File: src/rtl/vga_timing_gen.sv
// Raster timing source for a 640x480@60 display: pixel/line counters, visible flag,
// line/frame strobes, a frame counter, and hs/vs delayed to match a registered RGB stage.
module vga_timing_gen #(
  parameter int H_VISIBLE  = 640,
  parameter int H_FRONT    = 16,
  parameter int H_SYNC     = 96,
  parameter int H_BACK     = 48,
  parameter int V_VISIBLE  = 480,
  parameter int V_FRONT    = 10,
  parameter int V_SYNC     = 2,
  parameter int V_BACK     = 33,
  parameter bit SYNC_POL   = 1'b0,
  parameter int PIPE_DELAY = 1
) (
  input  logic       vga_clk,
  input  logic       reset_n,
  output logic [9:0] DrawX,
  output logic [9:0] DrawY,
  output logic       blank,
  output logic       hs,
  output logic       vs,
  output logic       line_start,
  output logic       frame_start,
  output logic [7:0] frame_count
);

  localparam int H_TOTAL = H_VISIBLE + H_FRONT + H_SYNC + H_BACK;
  localparam int V_TOTAL = V_VISIBLE + V_FRONT + V_SYNC + V_BACK;

  if (H_TOTAL > 1023 || V_TOTAL > 1023) begin : g_bad_total
    $error("vga_timing_gen: H_TOTAL/V_TOTAL must not exceed 1023");
  end
  if (PIPE_DELAY < 0 || PIPE_DELAY > 4) begin : g_bad_pipe
    $error("vga_timing_gen: PIPE_DELAY must be in 0..4");
  end

  localparam logic [9:0] H_MAX      = 10'(H_TOTAL - 1);
  localparam logic [9:0] V_MAX      = 10'(V_TOTAL - 1);
  localparam logic [9:0] H_VIS      = 10'(H_VISIBLE);
  localparam logic [9:0] V_VIS      = 10'(V_VISIBLE);
  localparam logic [9:0] H_SYNC_BEG = 10'(H_VISIBLE + H_FRONT);
  localparam logic [9:0] H_SYNC_END = 10'(H_VISIBLE + H_FRONT + H_SYNC);
  localparam logic [9:0] V_SYNC_BEG = 10'(V_VISIBLE + V_FRONT);
  localparam logic [9:0] V_SYNC_END = 10'(V_VISIBLE + V_FRONT + V_SYNC);

  logic [9:0]          r_draw_x;
  logic [9:0]          r_draw_y;
  logic                r_blank;
  logic                r_line_start;
  logic                r_frame_start;
  logic [7:0]          r_frame_count;
  logic [PIPE_DELAY:0] r_hs_pipe;
  logic [PIPE_DELAY:0] r_vs_pipe;

  logic [9:0] w_next_x;
  logic [9:0] w_next_y;
  logic       w_x_wrap;
  logic       w_frame_wrap;
  logic       w_hs_raw;
  logic       w_vs_raw;

  // Everything registered is decoded from the next count, so each output lines up
  // with the DrawX/DrawY value it describes on the same clock.
  always_comb begin
    // NOTE: every signal gets a default before any branch so no latch is inferred.
    w_next_x = r_draw_x + 10'd1;
    w_next_y = r_draw_y;
    w_x_wrap = (r_draw_x >= H_MAX);
    if (w_x_wrap) begin
      w_next_x = '0;
      w_next_y = (r_draw_y >= V_MAX) ? 10'd0 : r_draw_y + 10'd1;
    end
    w_frame_wrap = (w_next_x == 10'd0) && (w_next_y == 10'd0);
    w_hs_raw = (w_next_x >= H_SYNC_BEG && w_next_x < H_SYNC_END) ? SYNC_POL : ~SYNC_POL;
    w_vs_raw = (w_next_y >= V_SYNC_BEG && w_next_y < V_SYNC_END) ? SYNC_POL : ~SYNC_POL;
  end

  always_ff @(posedge vga_clk or negedge reset_n) begin
    if (!reset_n) begin
      r_draw_x      <= '0;
      r_draw_y      <= '0;
      r_blank       <= 1'b0;
      r_line_start  <= 1'b0;
      r_frame_start <= 1'b0;
      r_frame_count <= '0;
      r_hs_pipe     <= {(PIPE_DELAY + 1){~SYNC_POL}};
      r_vs_pipe     <= {(PIPE_DELAY + 1){~SYNC_POL}};
    end else begin
      // NOTE: non-blocking assignments so every register samples pre-edge values.
      r_draw_x      <= w_next_x;
      r_draw_y      <= w_next_y;
      r_blank       <= (w_next_x < H_VIS) && (w_next_y < V_VIS);
      r_line_start  <= (w_next_x == 10'd0);
      r_frame_start <= w_frame_wrap;
      if (w_frame_wrap) begin
        r_frame_count <= r_frame_count + 8'd1;
      end
      r_hs_pipe[0] <= w_hs_raw;
      r_vs_pipe[0] <= w_vs_raw;
      for (int i = 1; i <= PIPE_DELAY; i++) begin
        r_hs_pipe[i] <= r_hs_pipe[i-1];
        r_vs_pipe[i] <= r_vs_pipe[i-1];
      end
    end
  end

  assign DrawX       = r_draw_x;
  assign DrawY       = r_draw_y;
  assign blank       = r_blank;
  assign line_start  = r_line_start;
  assign frame_start = r_frame_start;
  assign frame_count = r_frame_count;
  assign hs          = r_hs_pipe[PIPE_DELAY];
  assign vs          = r_vs_pipe[PIPE_DELAY];

endmodule
File: config.mk
export PLATFORM = sky130hd
export DESIGN_NAME = vga_timing_gen
export DESIGN_NICKNAME = d
export VERILOG_FILES = /design/src/rtl/vga_timing_gen.sv
export SDC_FILE = /design/constraint.sdc
export NUM_CORES = 1
export LEC_CHECK = 0
export CAP_MARGIN = 0
export CORE_MARGIN = 2
export CORE_UTILIZATION = 55
export CTS_BUF_LIST = sky130_fd_sc_hd__clkbuf_4
export DETAILED_ROUTE_END_ITERATION = 6
export GPL_TIMING_DRIVEN = 1
export HOLD_SLACK_MARGIN = 0.15
export PLACE_DENSITY = 0.82
export SLEW_MARGIN = 20
export SYNTH_ARGS = -nofsm -noshare
export SYNTH_HDL_FRONTEND = slang
export SYNTH_SLANG_ARGS = --single-unit
File: constraint.sdc
create_clock -name vga_clk -period 2.8 [get_ports vga_clk]
set_input_delay 0.84 -clock vga_clk [delete_from_list [all_inputs] [get_ports vga_clk]]
set_output_delay 0.84 -clock vga_clk [all_outputs]
set_load 0.05 [all_outputs]
==> reports/qor.yml, run 1 <==
clock_tree:
  cts_resized: 0
  h-tree-depth: 2
  ctsHoldBuffers: 0
  clk_latency_ns: 0.34
  postCtsSetupBuffers: 0
  clkTransAtPathRegs_ns: 0.11
  cts_buffer_depth: 2
  cts_tree: "yes"
  cts_buffers: 5
  clock-root-buffer: "clkbuf_4"
  clock_sinks: 35
timing:
  rsz0062_at_grt: "false"
  fin_crit_sh_pct: 94.47
  final.setup.tns_ns: 0
  hold_ws_ns: 0.3629
  period_minus_slack_ns: 2.645
  clock.fmax_ghz: 0.3780
  slew_headroom_pct: 65.73
  setup_viol: 0
  tightest_slew_ns: 0.5125
  clock_skew_ns: 0.008632
  hold_viol_final: 0
  setup_ws_ns: 0.1548
  report.final.slew_viol_count: 0
synth:
  syn_area_per_cell_um2: 10.09
  yosysSeqAreaShare_pct: 40.41
  yosys_warnings: 0
  async_reset_ff_share_pct: 100.0
  syn_area_mm2: 0.002180
  synth.distinct_cells: 57
  ys_ff_latch: 35
  synth_edf_count: 0
  synth_fp_nets: 222
  synthCells: 216
  synth_ff_type: "dfrtp_1"
pwr:
  ir_worst_vdd_v: 0.0002182
  power.static_leakage_nw: 1.047
  p_switching_uw: 186.3
  pwr-share-seq_pct: 63.1
  power-per-cell-area_mw_per_mm2: 306.7
  power.internal_uw: 614.3
  pwr-share-clk_pct: 35.4
  p_comb_share_pct: 1.5
  swShare_pct: 23.27
worst_setup_path:
  cp.arrival_ns: 1.81
  path_cells: "clkdlybuf4s50_1"
  start_kind: "register"
  critical-path-max-stage-delay_ns: 0.88
  worstSetupPathType: "reg2out"
  crit_buf_inv: 1
  r2r-end: "frame_count[1]"
  ff2ff_setup_slack_ns: 0.22
  crit_fanout: 8
  required_ns: 1.96
  timing.rr.start: "DrawX[0]"
  cp_top_family: "buffers and inverters"
  end_kind: "primary output"
  r2r_cells: 10
  cpMaxStageDelayCell: "clkdlybuf4s50_1"
grt:
  grt_pass1_vias: 1643
  track_usage_pct: 23.78
  overflow: 0
  grt_max_degree: 36
  antenna_found_initial: 0
  grt_pass1_wl_um: 7948
detailed_routing:
  wl_per_cell_um: 15.50
  postRouteAntennaNets: 0
  routed-wl-met3_um: 208
  drc: 0
  wl_met2_um: 2266
  vias: 1786
  vias_per_cell: 5.875
  wl_met1_um: 2125
  top_layer_used: "met4"
  drt_first_iter_violations: 133
  routed_wl_um: 4712
  drtPass1Iterations: 4
floorplan:
  core_mm2: 0.003744
  fp.dieH_um: 66.95
  die_x_um: 66.95
  io_pins: 35
  die_area_mm2: 0.004482
  start_util_pct: 58.22
  num_rows: 22
worst_hold_path:
  hold_path_class: "reg2reg"
  hold_path_depth: 0
  holdCritStartpoint: "r_hs_pipe[0]"
  hold_end: "r_hs_pipe[1]"
layout:
  instances_no_fill: 304
  fin_util_pct: 69.72
  final_cell_mix: "34 x clkdlybuf4s50_1, 29 x dfrtp_1, 16 x nand2_1"
  fillers: 314
  drive_gt1_share_pct: 17.97
  n_antenna_cell: 0
  layout_commonest_cell: "clkdlybuf4s50_1"
  area_growth_pct: 19.75
  nets: 261
placed_design:
  dp_cells: 296
  place_ws_ns: 0.2600
  finalWeightedCongestion: 0.8938
  dp_hpwl_um: 3402
  io_buffer_count: 34
status:
  status: "finished, final reports clean"
flow_run:
  drv_cap: 0
==> cells in the mapped netlist, types with 2 or more instances <==
master / count / area share, %
nor3_1: 6 / 1.4
ha_1: 4 / 2.3
a211oi_1: 2 / 0.69
and3_1: 4 / 1.1
nor2_1: 15 / 2.6
xnor2_1: 15 / 6.0
buf_2: 3 / 0.69
nand3_1: 11 / 2.5
a31oi_1: 3 / 0.86
nor2b_1: 2 / 0.57
clkbuf_8: 3 / 1.9
xor2_1: 3 / 1.2
o211ai_1: 2 / 0.69
nand4_4: 2 / 2.0
inv_1: 13 / 2.2
dfrtp_1: 31 / 36
and4_1: 2 / 0.80
nand4_1: 5 / 1.4
clkbuf_1: 2 / 0.34
dfstp_2: 4 / 4.8
or3_1: 3 / 0.86
nand2_1: 16 / 2.8
buf_6: 3 / 1.5
nand2_4: 2 / 1.0
mux2i_1: 5 / 2.3
a21oi_1: 10 / 2.3
o31ai_1: 3 / 1.0
o21ai_0: 12 / 2.8
or2_2: 2 / 0.57
==> registers in the layout (all words and copies together), names as in the netlist <==
register and count:
r_vs_pipe 2, r_hs_pipe 2, blank 1, line_start 1, frame_start 1, DrawY 10, DrawX 10, frame_count 8
==> per-layer routing <==
layer	vias to the layer above	GRT usage [%]
met5	-	0
met4	0	9.184
met3	12	5.068
met2	52	36.50
met1	866	32.73
li1	856	-
==> cell type report <==
class,count,area [µm²],share of cell area [%]
clock buffers,6,45.04,1.726
flip-flops and latches,35,883.3,33.84
inverters,13,48.80,1.870
repair buffers,43,407.9,15.63
clock inverters,2,12.51,0.4794
multi-input cells,157,1152,44.15
well taps,48,60.06,2.301
==> power groups by stage <==
stage | combinational, mW | clock (mW) | sequential, mW
4_1_cts | 0.0126 | 0.289 | 0.506
2_1_floorplan | 0.000000452 | 0 | 0.515
3_3_place_gp | 0.0123 | 0 | 0.515
6_report | 0.0116 | 0.283 | 0.506
3_5_place_dp | 0.0127 | 0 | 0.515
5_1_grt | 0.0141 | 0.310 | 0.506
==> through the flow <==
| stage | total power [mW] | cell area [µm²] |
|---|---|---|
| floorplan | 0.5152 | 2182 |
| global placement | 0.5274 | 2552 |
| global route | 0.8300 | 2610 |
| detailed placement | 0.5278 | 2552 |
| finish | 0.8006 | 2610 |
| CTS | 0.8069 | 2610 |
==> how the worst max path moves through the flow <==
| stage | slack [ns] | depth (start not counted) | start | end |
|---|---|---|---|---|
| 5_1_grt | 0.1 | 1 | DrawX[2] | DrawX[2] |
| 6_report | 0.15 | 1 | DrawX[2] | DrawX[2] |
| 3_3_place_gp | 0.32 | 10 | DrawX[1] | frame_count[1] |
| 4_1_cts | 0.14 | 1 | DrawX[2] | DrawX[2] |
| 3_5_place_dp | 0.26 | 10 | DrawX[0] | frame_count[1] |
| 2_1_floorplan | 0.16 | 8 | DrawY[0] | frame_count[1] |
==> kinds of logic (layout without fill, tap and decap cells) <==
family          after synthesis  count (layout)  share of synthesized area, %
flops                        35              35                         40.41
compound gates               47              47                         17.11
mux                           6               6                         2.985
buf+inv                      24              64                         6.716
simple gates                 82              82                         23.25
fa+ha+maj                     4               4                         2.296
xor+xnor                     18              18                         7.233
No activity file was read; power rests on OpenSTA's default activity.
==> inputs of run 2 (changes only) <==
--- a/config.mk
+++ b/config.mk
@@ -5,14 +5,17 @@
 export SDC_FILE = /design/constraint.sdc
 export NUM_CORES = 1
 export LEC_CHECK = 0
+export ABC_AREA = 1
 export CAP_MARGIN = 0
 export CORE_MARGIN = 2
 export CORE_UTILIZATION = 55
 export CTS_BUF_LIST = sky130_fd_sc_hd__clkbuf_4
+export CTS_CLUSTER_SIZE = 24
 export DETAILED_ROUTE_END_ITERATION = 6
 export GPL_TIMING_DRIVEN = 1
 export HOLD_SLACK_MARGIN = 0.15
 export PLACE_DENSITY = 0.82
+export SETUP_SLACK_MARGIN = 0.5
 export SLEW_MARGIN = 20
 export SYNTH_ARGS = -nofsm -noshare
 export SYNTH_HDL_FRONTEND = slang
==> run 2 against run 1 <==
Critical path depth unchanged; worst setup slack improved by 0.40 ns; fmax grew 18%; wire length is 5.5% lower; die area is 1.4% lower; synthesized area is 1.5% lower; total power down 0.49%; hold slack better by 0.0011 ns; synthesized cell count increased by 22%; final cell count up 17%; clock power barely moved.
==> reports/qor.yml, run 2 <==
floorplan:
  fp.dieH_um: 66.48  # was 66.95 µm
  start_util_pct: 57.78  # was 58.22%
  num_rows: 22  # unchanged
  core_mm2: 0.003716  # was 0.003744 mm²
  die_x_um: 66.48  # was 66.95 µm
  io_pins: 35  # unchanged
  die_area_mm2: 0.004420  # was 0.004482 mm²
flow_run:
  drv_cap: 0  # unchanged
detailed_routing:
  drc: 0  # unchanged
  drt_first_iter_violations: 148  # was 133
  vias_per_cell: 5.135  # was 5.875
  drtPass1Iterations: 4  # unchanged
  wl_per_cell_um: 12.54  # was 15.50 µm
  postRouteAntennaNets: 0  # unchanged
  routed_wl_um: 4452  # was 4712 µm
  vias: 1823  # was 1,786
worst_hold_path:
  hold_path_class: "reg2reg"  # unchanged
worst_setup_path:
  critical-path-max-stage-delay_ns: 0.53  # was 0.88 ns
  crit_fanout: 1  # was 8
  cpMaxStageDelayCell: "dfstp_2"  # was clkdlybuf4s50_1
  crit_buf_inv: 1  # unchanged
  path_cells: "dlygate4sd2_1"  # was clkdlybuf4s50_1
  cp_top_family: "flip-flops"  # was buffers and inverters
  cp.arrival_ns: 1.41  # was 1.81 ns
  start_kind: "register"  # unchanged
  required_ns: 1.96  # about the same
  end_kind: "primary output"  # unchanged
  worstSetupPathType: "reg2out"  # unchanged
synth:
  syn_area_per_cell_um2: 8.164  # was 10.09 µm²
  ys_ff_latch: 35  # unchanged
  synth_top_area_share_pct: 36.13  # was 35.59%
  synth_edf_count: 0  # unchanged
  yosysSeqAreaShare_pct: 41.03  # was 40.41%
  yosys_warnings: 0  # unchanged
  synth_common_cells: "72 x nand2_1, 31 x dfrtp_1, 31 x inv_1"  # was 31 x dfrtp_1, 16 x nand2_1, 15 x nor2_1, 15 x xnor2_1, 13 x inv_1
  synth_top_cell_by_area: "dfrtp_1"  # unchanged
  synth_ff_type: "dfrtp_1"  # unchanged
  async_reset_ff_share_pct: 100.0  # unchanged
  synth_fp_nets: 269  # was 222
  synth.distinct_cells: 29  # was 57
  synthCells: 263  # was 216
  syn_area_mm2: 0.002147  # was 0.002180 mm²
  yosys-top-cells-area: "dfrtp_1 36%, nand2_1 13%, nand3_1 6.5%, inv_1 5.4%, dfstp_2 4.9%"  # was dfrtp_1 36%, xnor2_1 6.0%, dfstp_2 4.8%, o21ai_0 2.8%, nand2_1 2.8%
  yosysMostFrequentCell: "nand2_1"  # was dfrtp_1
placed_design:
  io_buffer_count: 34  # unchanged
  finalWeightedCongestion: 1.001  # was 0.8938
  dp_hpwl_um: 3418  # was 3402 µm
  dp_cells: 344  # was 296
timing:
  hold_ws_ns: 0.3640  # was 0.3629 ns
  final.setup.tns_ns: 0  # unchanged
  fin_crit_sh_pct: 80.23  # was 94.47%
  slew_headroom_pct: 66.59  # was 65.73%
  clock.fmax_ghz: 0.4452  # was 0.3780 GHz
  clock_skew_ns: 0.005123  # was 0.008632 ns
  setup_viol: 0  # unchanged
  period_minus_slack_ns: 2.246  # was 2.645 ns
  tightest_slew_ns: 0.5032  # was 0.5125 ns
  report.final.slew_viol_count: 0  # unchanged
  hold_viol_final: 0  # unchanged
  rsz0062_at_grt: "true"  # was false
layout:
  instances_no_fill: 355  # was 304
  n_antenna_cell: 0  # unchanged
  final_cell_mix: "72 x nand2_1, 31 x inv_1, 30 x dfrtp_1"  # was 34 x clkdlybuf4s50_1, 29 x dfrtp_1, 16 x nand2_1
  layout_commonest_cell: "nand2_1"  # was clkdlybuf4s50_1
  drive_gt1_share_pct: 19.54  # was 17.97%
  fillers: 322  # was 314
  area_growth_pct: 20.51  # was 19.75%
  nets: 312  # was 261
  fin_util_pct: 69.63  # was 69.72%
clock_tree:
  clkTransAtPathRegs_ns: 0.11  # about the same
  clock-root-buffer: "clkbuf_4"  # unchanged
  cts_tree: "yes"  # unchanged
  cts_buffers: 5  # unchanged
  cts_buffer_depth: 2  # unchanged
  h-tree-depth: 2  # unchanged
  ctsHoldBuffers: 0  # unchanged
  clock_sinks: 35  # unchanged
  clk_latency_ns: 0.35  # was 0.34 ns
grt:
  top_usage_layer: "met2"  # unchanged
  grt_max_degree: 36  # unchanged
  met3_usage_pct: 5.743  # was 5.068%
  overflow: 0  # unchanged
  antenna_found_initial: 0  # unchanged
  grt_use_met2_pct: 37.50  # was 36.50%
  grt_pass1_wl_um: 7348  # was 7948 µm
  grt_pass1_vias: 1678  # was 1,643
  globalRouteMet1Util_pct: 28.21  # was 32.73%
  track_usage_pct: 22.52  # was 23.78%
pwr:
  power.static_leakage_nw: 1.464  # was 1.047 nW
  power-per-cell-area_mw_per_mm2: 307.9  # was 306.7 mW/mm²
  ir_worst_vdd_v: 0.0002678  # was 0.0002182 V
  fin_total_pwr_uw: 796.7  # was 800.6 µW
status:
  status: "finished, final reports clean"  # unchanged
## run 2: cell types whose count changed after synthesis, sizes merged, moves of 4 or more
cell,delta
nor3,-4
mux2i,-5
inv,+23
clkbuf,-5
nor2,+15
o21ai,-5
and3,-4
buf,-4
a21oi,-11
xnor2,-12
xor2,+4
nand2,+68
nand3,+25
## run 2: logic make-up (layout without fill, tap and decap cells)
kind of cell,count (synthesis),after routing,synth area share (%)
AO/OA/AOI/OAI,8,8,2.506
buffers and inverters,39,83,7.750
adder cells (fa/ha/maj),4,4,2.331
XOR/XNOR,10,10,4.080
flip-flops,35,35,41.03
AND/OR/NAND/NOR,167,167,42.31
## run 2: final timing paths
check,to,start,cells after the start,slack (ns)
max,hs,r_hs_pipe[1],1,0.55
min,r_hs_pipe[1],r_hs_pipe[0],0,0.36
max reg2reg,frame_count[4],DrawX[0],12,0.62
min reg2reg,r_hs_pipe[1],r_hs_pipe[0],0,0.36
max in group asynchronous,r_vs_pipe[1],reset_n,2,1.57
min in group asynchronous,line_start,reset_n,2,0.89
## run 2: area by class of cell
cell class | instances | area [µm²] | area share (%)
clock buffer | 5 | 37.54 | 1.451
clock inverter | 3 | 20.02 | 0.7737
inverter | 37 | 146.4 | 5.658
multi-input combinational | 189 | 1110 | 42.89
sequential | 35 | 882.1 | 34.09
tap | 48 | 60.06 | 2.321
timing repair buffer | 38 | 331.6 | 12.81
## run 2: routing by layer
layer | part of all wire, % | up-vias
met5 | 0 | -
met4 | 1.3 | 0
met3 | 5.3 | 7
met2 | 47 | 46
met1 | 47 | 856
li1 | - | 914
## run 2: per-stage QoR
| stage | setup slack [ns] | cell area, µm² |
|---|---|---|
| floorplan | 0.5181 | 2148 |
| global placement | 0.5906 | 2530 |
| detailed placement | 0.4865 | 2530 |
| CTS | 0.5345 | 2550 |
| global route | 0.4970 | 2587 |
| finish | 0.5536 | 2587 |
## run 2: what timing repair did
action                                  4_1_cts  5_1_grt
gates resized for setup                      34       11
endpoints found under the setup margin       41       13
pin swaps                                     0        2
endpoints found under the hold margin         0        0
buffers inserted                              0        3
## run 2: power by group
part	internal, mW	switching (mW)
Combinational	0.00213	0.00936
Sequential	0.506	0
Clock	0.0958	0.184
Total	0.603	0.193
